<file path="config.mk">
export PLATFORM = sky130hd
export DESIGN_NAME = mux_8_1_scanner
export DESIGN_NICKNAME = d
export VERILOG_FILES = /design/src/rtl/mux_8_1_scanner.sv
export SDC_FILE = /design/constraint.sdc
export NUM_CORES = 1
export LEC_CHECK = 0
export CAP_MARGIN = 10
export CORE_ASPECT_RATIO = 1.2
export CORE_MARGIN = 2
export CORE_UTILIZATION = 45
export DETAILED_ROUTE_END_ITERATION = 10
export PLACE_DENSITY = 0.67
export SLEW_MARGIN = 20
export SYNTH_ARGS = -nofsm -noshare
export SYNTH_HDL_FRONTEND = slang
export SYNTH_SLANG_ARGS = --single-unit
</file>
<file path="constraint.sdc">
create_clock -name Clock_In -period 5.2 [get_ports Clock_In]
set_input_delay 1.04 -clock Clock_In [delete_from_list [all_inputs] [get_ports Clock_In]]
set_output_delay 1.04 -clock Clock_In [all_outputs]
set_load 0.02 [all_outputs]
</file>
<file path="src/rtl/mux_8_1_scanner.sv">
// Purpose: steps an 8:1 MUX through the enabled channels and packs the sampled bits into one snapshot.
// Latency: each channel is held DWELL_CYCLES cycles; snapshot is valid after N*DWELL_CYCLES edges from Start.
// Backpressure: Frame_Valid_Out holds until Frame_Ready_In; a new scan end while unaccepted overwrites and sets Overrun_Out.
module mux_8_1_scanner #(
   parameter int unsigned DWELL_CYCLES = 4
) (
   input  logic       Clock_In,
   input  logic       Reset_In,
   input  logic       Start_In,
   input  logic [7:0] Channel_Mask_In,
   input  logic       Continuous_In,
   input  logic       MUX_Data_In,
   output logic [2:0] Select_Out,
   output logic       Enable_Out,
   output logic [7:0] Frame_Data_Out,
   output logic       Frame_Valid_Out,
   input  logic       Frame_Ready_In,
   output logic       Busy_Out,
   output logic       Overrun_Out
);

   typedef enum logic {
      IDLE  = 1'b0,
      DWELL = 1'b1
   } state_t;

   // Counter value reached on the last edge of a dwell; that edge samples the MUX.
   localparam logic [7:0] CNT_LAST = 8'(DWELL_CYCLES - 1);

   state_t     state_q, state_nxt;
   logic [2:0] sel_q, sel_nxt;
   logic       en_q, en_nxt;
   logic       busy_q, busy_nxt;
   logic [7:0] mask_q, mask_nxt;
   logic [7:0] shadow_q, shadow_nxt;
   logic [7:0] cnt_q, cnt_nxt;
   logic [7:0] frame_q, frame_nxt;
   logic       vld_q, vld_nxt;
   logic       ovr_q, ovr_nxt;

   logic [7:0] sample_shadow;
   logic [7:0] remaining;

   // Index of the lowest set bit; callers only use it with a non-zero mask.
   function automatic logic [2:0] lowest_bit(input logic [7:0] m);
      lowest_bit = 3'd0;
      for (int i = 7; i >= 0; i--) begin
         if (m[i]) lowest_bit = 3'(i);
      end
   endfunction

   // Bits strictly above position s.
   function automatic logic [7:0] above_mask(input logic [2:0] s);
      above_mask = 8'd0;
      for (int i = 0; i < 8; i++) begin
         above_mask[i] = (i > int'(s));
      end
   endfunction

   // Register all scanner state; reset clears everything immediately.
   always_ff @(posedge Clock_In or posedge Reset_In) begin
      if (Reset_In) begin
         state_q  <= IDLE;
         sel_q    <= 3'd0;
         en_q     <= 1'b0;
         busy_q   <= 1'b0;
         mask_q   <= 8'd0;
         shadow_q <= 8'd0;
         cnt_q    <= 8'd0;
         frame_q  <= 8'd0;
         vld_q    <= 1'b0;
         ovr_q    <= 1'b0;
      end else begin
         state_q  <= state_nxt;
         sel_q    <= sel_nxt;
         en_q     <= en_nxt;
         busy_q   <= busy_nxt;
         mask_q   <= mask_nxt;
         shadow_q <= shadow_nxt;
         cnt_q    <= cnt_nxt;
         frame_q  <= frame_nxt;
         vld_q    <= vld_nxt;
         ovr_q    <= ovr_nxt;
      end
   end

   // Next-state: scan sequencing, sampling, snapshot handoff and overrun tracking.
   always_comb begin
      state_nxt  = state_q;
      sel_nxt    = sel_q;
      en_nxt     = en_q;
      busy_nxt   = busy_q;
      mask_nxt   = mask_q;
      shadow_nxt = shadow_q;
      cnt_nxt    = cnt_q;
      frame_nxt  = frame_q;
      vld_nxt    = vld_q;
      ovr_nxt    = ovr_q;

      // Shadow as it would look with the current MUX bit merged in.
      sample_shadow        = shadow_q;
      sample_shadow[sel_q] = MUX_Data_In;
      remaining            = mask_q & above_mask(sel_q);

      // Consumer accepts; a scan end on this same edge re-asserts valid below.
      if (vld_q && Frame_Ready_In) vld_nxt = 1'b0;

      case (state_q)
         IDLE: begin
            en_nxt   = 1'b0;
            busy_nxt = 1'b0;
            if (Start_In && (Channel_Mask_In != 8'd0)) begin
               mask_nxt   = Channel_Mask_In;
               shadow_nxt = 8'd0;
               sel_nxt    = lowest_bit(Channel_Mask_In);
               en_nxt     = 1'b1;
               busy_nxt   = 1'b1;
               cnt_nxt    = 8'd0;
               state_nxt  = DWELL;
            end
         end
         DWELL: begin
            if (cnt_q == CNT_LAST) begin
               cnt_nxt = 8'd0;
               if (remaining != 8'd0) begin
                  shadow_nxt = sample_shadow;
                  sel_nxt    = lowest_bit(remaining);
               end else begin
                  // Last enabled channel: publish the snapshot.
                  frame_nxt = sample_shadow;
                  vld_nxt   = 1'b1;
                  if (vld_q && !Frame_Ready_In) ovr_nxt = 1'b1;
                  if (Continuous_In && (Channel_Mask_In != 8'd0)) begin
                     // Back-to-back scan with no idle gap.
                     mask_nxt   = Channel_Mask_In;
                     shadow_nxt = 8'd0;
                     sel_nxt    = lowest_bit(Channel_Mask_In);
                  end else begin
                     shadow_nxt = sample_shadow;
                     en_nxt     = 1'b0;
                     busy_nxt   = 1'b0;
                     state_nxt  = IDLE;
                  end
               end
            end else begin
               cnt_nxt = cnt_q + 8'd1;
            end
         end
         default: state_nxt = IDLE;
      endcase
   end

   assign Select_Out      = sel_q;
   assign Enable_Out      = en_q;
   assign Busy_Out        = busy_q;
   assign Frame_Data_Out  = frame_q;
   assign Frame_Valid_Out = vld_q;
   assign Overrun_Out     = ovr_q;

endmodule

</file>
==> results.sh, run 1 <==
export IMPL_status="finished, final reports clean"
export IMPL_hold_start="Frame_Data_Out[4]"
export IMPL_maxSlewHeadroom_pct=40.0
export IMPL_synthesis_area_um2=2170
export IMPL_path_max_fanout=8
export IMPL_finalHoldViolCount=0
export IMPL_placementRows=27
export IMPL_pre_cts_ws_ns=1.60
export IMPL_grt_pass1_wl_mm=7.33
export IMPL_min_period_over_period_pct=63.0
export IMPL_drv_cap=0
export IMPL_synthTopCellsByArea="dfrtp_1, o21ai_0, mux2_4, mux2i_1, nand2_1"
export IMPL_routed_via_density=5.57
export IMPL_yosysTopAreaCellShare_pct=43.7
export IMPL_syn_to_final_growth_pct=17.2
export IMPL_hpwl_mm=2.97
export IMPL_yosys_warnings=0
export IMPL_period_needed_ns=3.28
export IMPL_powerDensity_nw_per_um2=525
export IMPL_finalClockSkew_ns=0.00306
export IMPL_cp_slowest_cell="o21ai_0"
export IMPL_vias=1681
export IMPL_ir_worst_vdd_uv=255
export IMPL_worstSetupPathType="in2reg"
export IMPL_timing_hold_ws_ns=0.476
export IMPL_clockBufferDepth=2
export IMPL_wl_per_cell_um=14.0
export IMPL_rsz0062_at_grt="false"
export IMPL_route_detailed_drc=0
export IMPL_postRouteAntennaNets=0
export IMPL_cp_top_family="compound AO/OA/AOI/OAI gates"
export IMPL_path_cells="clkdlybuf4s50_1 > or4_1 > o21ai_0 > o41ai_4 > nand2_4 > mux2_4"
export IMPL_diodes=0
export IMPL_dieArea_um2=5410
export IMPL_antenna_found_initial=0
export IMPL_worstMarginPinSlew_ns=0.894
export IMPL_grt_max_degree=39
export IMPL_synth_ff_type="dfrtp_1"
export IMPL_hold_class="reg2reg"
export IMPL_worst_ep_arrival_time_ns=3.45
export IMPL_syn_area_per_cell_um2=9.93
export IMPL_cts_sinks=38
export IMPL_tns_ns=0
export IMPL_fmax_mhz=305
export IMPL_cts_resized=0
export IMPL_die_w_um=67.5
export IMPL_cts_tree="done"
export IMPL_htree_levels=2
export IMPL_coreArea_um2=4630
export IMPL_yosysMostFrequentCell="dfrtp_1"
export IMPL_cts_buffers=5
export IMPL_ios=29
export IMPL_port_buffers=28
export IMPL_slowest_delay_ns=0.65
export IMPL_leakagePower_nw=1.09
export IMPL_place_congestion=0.857
export IMPL_synth_seq_cells=38
export IMPL_drtPass1Iterations=4
export IMPL_grt_pass1_vias=1547
export IMPL_total_power_mw=1.34
export IMPL_grt_overflow_total=0
export IMPL_finalSetupViolCount=0
export IMPL_fin_nets=258
export IMPL_synthArstFlopShare_pct=100
export IMPL_worstPathBufferInverterCount=1
export IMPL_drt_iter0_drc=69
export IMPL_clock_latency_ns=0.29
export IMPL_start_kind="input port"
export IMPL_synth_nets=234
export IMPL_regToRegSetupSlack_ns=2.24
export IMPL_dieHeight_um=80.2
export IMPL_finalWorstSetupSlack_ns=1.92
export IMPL_synth_commonest_cells="dfrtp_1, o21ai_0, nand2_1"
export IMPL_synth_edf_count=0
export IMPL_cts_clk_slew_worst_paths_ns=0.07
export IMPL_syn_inst=219
export IMPL_reg2reg_from="Select_Out[2]"
export IMPL_cts_hold_fix_buffers=0
export IMPL_grtUsageTotal_pct=17.8
export IMPL_seq_area_frac_synth_pct=43.7
export IMPL_cts_root_buf="clkbuf_8"
export IMPL_crit_start="Channel_Mask_In[2]"
export IMPL_yosysTopAreaCell="dfrtp_1"
export IMPL_start_util_pct=47.0
export IMPL_routed_wl_mm=4.24
export IMPL_finalMaxSlewViolations=0
export IMPL_worstPathRequired_ns=5.38
export IMPL_critPathCaptureType="flip-flop"
export IMPL_synth_cell_types=58
export IMPL_postCtsSetupBuffers=0
export IMPL_drive_above_1_share_pct=13.9
-- placed cells by master, fill, tap and decap left out, drive strengths merged, types with 2 or more instances in the layout --
master | Yosys | layout
dfrtp | 38 | 38
clkdlybuf4s50 | 0 | 28
o21ai | 28 | 28
nand2 | 23 | 23
nor2 | 16 | 16
inv | 8 | 8
mux2i | 8 | 8
mux2 | 8 | 8
o31ai | 7 | 7
a21oi | 7 | 7
clkbuf | 6 | 7
nand2b | 5 | 5
nor2b | 5 | 5
or4 | 4 | 4
nand3 | 4 | 4
o21a | 3 | 3
nor3b | 3 | 3
o22ai | 3 | 3
nand3b | 2 | 2
o32ai | 2 | 2
nor3 | 2 | 2
a22oi | 2 | 2
nand4 | 2 | 2
a31oi | 2 | 2
and3 | 2 | 2
or3 | 2 | 2
o21bai | 2 | 2
o41ai | 2 | 2
-- tightest hold or removal path, stage by stage, from the launching register on --
cell and delay (ns):
dfrtp_1 0.34, nand2_1 0.06, o21ai_2 0.05
-- power by group --
group | switching, mW | leakage, nW | total, mW | internal, mW
Clock | 0.101 | 0.0482 | 0.208 | 0.107
Combinational | 0.282 | 0.589 | 0.577 | 0.295
Sequential | 0.145 | 0.449 | 0.554 | 0.408
Total | 0.529 | 1.09 | 1.34 | 0.810
-- worst paths after layout --
path	end	cells after the start
setup / recovery	mask_q[1]	6
hold / removal	Frame_Data_Out[4]	2
setup reg to reg	Busy_Out	5
hold reg to reg	Frame_Data_Out[4]	2
max in group asynchronous	shadow_q[6]	3
min in group asynchronous	Frame_Valid_Out	3
-- metrics by stage --
stage                     util, %  instances  cell area, um^2
after global routing         55.1        302             2550
after CTS                    55.1        302             2550
after detailed placement     53.1        294             2460
final                        55.1        302             2550
after floorplan                 -        219             2170
after global placement       53.1        294             2460
-- flip-flops by register name, summed over array words and instances, names as in the netlist --
register and count:
Frame_Valid_Out 1, Overrun_Out 1, cnt_q 8, mask_q 7
Select_Out 3, state_q 1, Frame_Data_Out 8, shadow_q 8
Busy_Out 1
-- final cells by class --
cell class | instances | area (um^2)
clock inverters | 1 | 5.00
fillers | 422 | 2080
repair buffers | 29 | 288
flip-flops and latches | 38 | 951
multi-input cells | 161 | 1120
inverters | 8 | 30.0
well taps | 58 | 72.6
clock buffers | 7 | 86.3
-- routing by layer --
layer / global-route usage [%] / part of all wire [%]
met1: 23.5 / 48
met2: 27.9 / 46
met3: 4.20 / 4.4
met4: 6.73 / 1.7
met5: 0 / 0
-- cells by family after synthesis --
logic type                 Yosys count  share of synthesized area (%)
adders and majority gates            1                          0.575
DFF                                 38                           43.7
buffers and inverters               20                           4.95
AOI/OAI and AO/OA                   69                           22.8
muxes                               16                           8.86
xor gates and xnor gates             1                          0.403
and+or+nand+nor                     74                           18.7
No activity file was read; power rests on OpenSTA's default activity.
==> run 2, diff against run 1 <==
--- a/config.mk
+++ b/config.mk
@@ -10,7 +10,7 @@
 export CORE_MARGIN = 2
 export CORE_UTILIZATION = 45
 export DETAILED_ROUTE_END_ITERATION = 10
-export PLACE_DENSITY = 0.67
+export PLACE_DENSITY = 0.7
 export SLEW_MARGIN = 20
 export SYNTH_ARGS = -nofsm -noshare
 export SYNTH_HDL_FRONTEND = slang
==> constraint.sdc (replaced) <==
create_clock -name Clock_In -period 3 [get_ports Clock_In]
set_input_delay 0.6 -clock Clock_In [delete_from_list [all_inputs] [get_ports Clock_In]]
set_output_delay 0.6 -clock Clock_In [all_outputs]
set_load 0.02 [all_outputs]
==> run 2 against run 1 <==
Compared with the run above:
- worst setup slack got worse by 1.6 ns
- flip-flop and latch count did not move
- wire length rose by 4.4%
- utilization rose by 1.6 points
- final cell count rose by 3.3%
- critical path depth rose by 1
- first-iteration DRC count rose by 93%
==> results.sh, run 2 (synthesis gave the netlist of run 1 again) <==
export IMPL_status="finished, final reports clean"
export IMPL_timing_hold_ws_ns=0.477
export IMPL_drt_iter0_drc=133
export IMPL_htree_levels=2
export IMPL_worstSetupPathType="reg2reg"
export IMPL_diodes=0
export IMPL_worst_ep_arrival_time_ns=2.81
export IMPL_maxSlewHeadroom_pct=58.4
export IMPL_tns_ns=0
export IMPL_critPathCaptureType="flip-flop"
export IMPL_grtUsageTotal_pct=18.4
export IMPL_p_int_mw=1.44
export IMPL_ios=29
export IMPL_cp_top_family="simple AND/OR/NAND/NOR gates"
export IMPL_route_detailed_drc=0
export IMPL_cts_sinks=38
export IMPL_worstMarginPinSlew_ns=0.622
export IMPL_grt_max_degree=39
export IMPL_place_congestion=0.849
export IMPL_pwr_share_clk_pct=15.2
export IMPL_grt_pass1_wl_mm=7.60
export IMPL_worstPathBufferInverterCount=1
export IMPL_final_cell_mix="dfrtp_1, clkdlybuf4s50_1, o21ai_0"
export IMPL_dieHeight_um=80.2
export IMPL_dieArea_um2=5410
export IMPL_drv_cap=0
export IMPL_regToRegSetupSlack_ns=0.36
export IMPL_stdcell_area_um2=2620
export IMPL_coreArea_um2=4630
export IMPL_drive_above_1_share_pct=17.3
export IMPL_ir_worst_vdd_uv=355
export IMPL_worstPathRequired_ns=3.18
export IMPL_rsz0062_at_grt="false"
export IMPL_port_buffers=28
export IMPL_fillers=410
export IMPL_drtPass1Iterations=4
export IMPL_powerDensity_nw_per_um2=906
export IMPL_die_w_um=67.5
export IMPL_postRouteAntennaNets=0
export IMPL_grt_overflow_total=0
export IMPL_hold_class="reg2reg"
export IMPL_cts_tree="done"
export IMPL_clock_latency_ns=0.29
export IMPL_period_needed_ns=2.64
export IMPL_finalSetupViolCount=0
export IMPL_start_util_pct=47.0
export IMPL_cts_buffers=5
export IMPL_wl_per_cell_um=14.2
export IMPL_vias=1772
export IMPL_p_switching_mw=0.936
export IMPL_leakagePower_nw=1.13
export IMPL_finalHoldViolCount=0
export IMPL_finalClockSkew_ns=0.00588
export IMPL_placementRows=27
export IMPL_cts_clk_slew_worst_paths_ns=0.07
export IMPL_hpwl_mm=3.18
export IMPL_syn_to_final_growth_pct=20.7
export IMPL_fmax_mhz=379
export IMPL_routed_via_density=5.68
export IMPL_min_period_over_period_pct=87.9
export IMPL_clockBufferDepth=2
export IMPL_slowest_delay_ns=0.52
export IMPL_cts_root_buf="clkbuf_8"
export IMPL_fin_nets=268
export IMPL_pwr_share_seq_pct=37.5
export IMPL_antenna_found_initial=0
export IMPL_switching_share_pct=39.3
export IMPL_grt_pass1_vias=1676
export IMPL_cts_resized=0
export IMPL_place_area_um2=2530
export IMPL_pre_cts_ws_ns=0.224
export IMPL_path_cells="ha_1 > or4b_4 > or3_4 > or4_1 > buf_4 > nor2b_2 > o22ai_1"
export IMPL_finalMaxSlewViolations=0
export IMPL_combPwrFrac_pct=47.3
export IMPL_cp_slowest_cell="or4_1"
export IMPL_postCtsSetupBuffers=0
export IMPL_finalWorstSetupSlack_ns=0.364
export IMPL_routed_wl_mm=4.42
export IMPL_cts_hold_fix_buffers=0
export IMPL_path_max_fanout=19
export IMPL_layout_commonest_cell="dfrtp_1"
export IMPL_start_kind="flip-flop"
-- run 2: metrics by stage --
step / power, mW / util, % / std cells
6_report: 2.38 / 56.7 / 312
5_1_grt: 2.56 / 56.7 / 312
4_1_cts: 2.40 / 56.7 / 312
3_5_place_dp: 2.02 / 54.7 / 304
3_3_place_gp: 2.00 / 54.7 / 304
2_1_floorplan: 1.67 / - / 219
-- run 2: final timing paths --
path	startpoint	to	depth (start not counted)
min in group asynchronous	Reset_In	Frame_Valid_Out	3
worst max-delay path	cnt_q[0]	Busy_Out	7
worst min register to register	Frame_Data_Out[4]	Frame_Data_Out[4]	2
max in group asynchronous	Reset_In	mask_q[6]	3
worst min-delay path	Frame_Data_Out[4]	Frame_Data_Out[4]	2
worst max register to register	cnt_q[0]	Busy_Out	7
-- run 2: power by group through the flow --
stage	clock (mW)	combinational, mW	sequential, mW
floorplan	0	0.729	0.942
global placement	0	1.10	0.894
detailed placement	0	1.12	0.902
CTS	0.374	1.13	0.891
global route	0.394	1.25	0.924
finish	0.361	1.12	0.892
-- run 2: final cells by class --
class	instances	area, um^2	share of cell area [%]
Multi-Input combinational cell	161	1120	42.5
Sequential cell	38	951	36.2
Timing Repair Buffer	39	363	13.8
Clock buffer	7	86.3	3.29
Tap cell	58	72.6	2.77
Inverter	8	30.0	1.14
Clock inverter	1	5.00	0.191
-- run 2: tightest hold or removal path, stage by stage, from the launching register on --
cell and delay [ns]:
dfrtp_1 0.34, nand2_1 0.06, o21ai_2 0.05
-- run 2: routing by layer --
metal	vias to the layer above	share of wire (%)	global-route usage, %
met1	842	46	24.8
met4	0	2.0	8.57
met5	-	0	0
li1	872	-	-
met3	10	4.8	3.92
met2	48	48	27.8
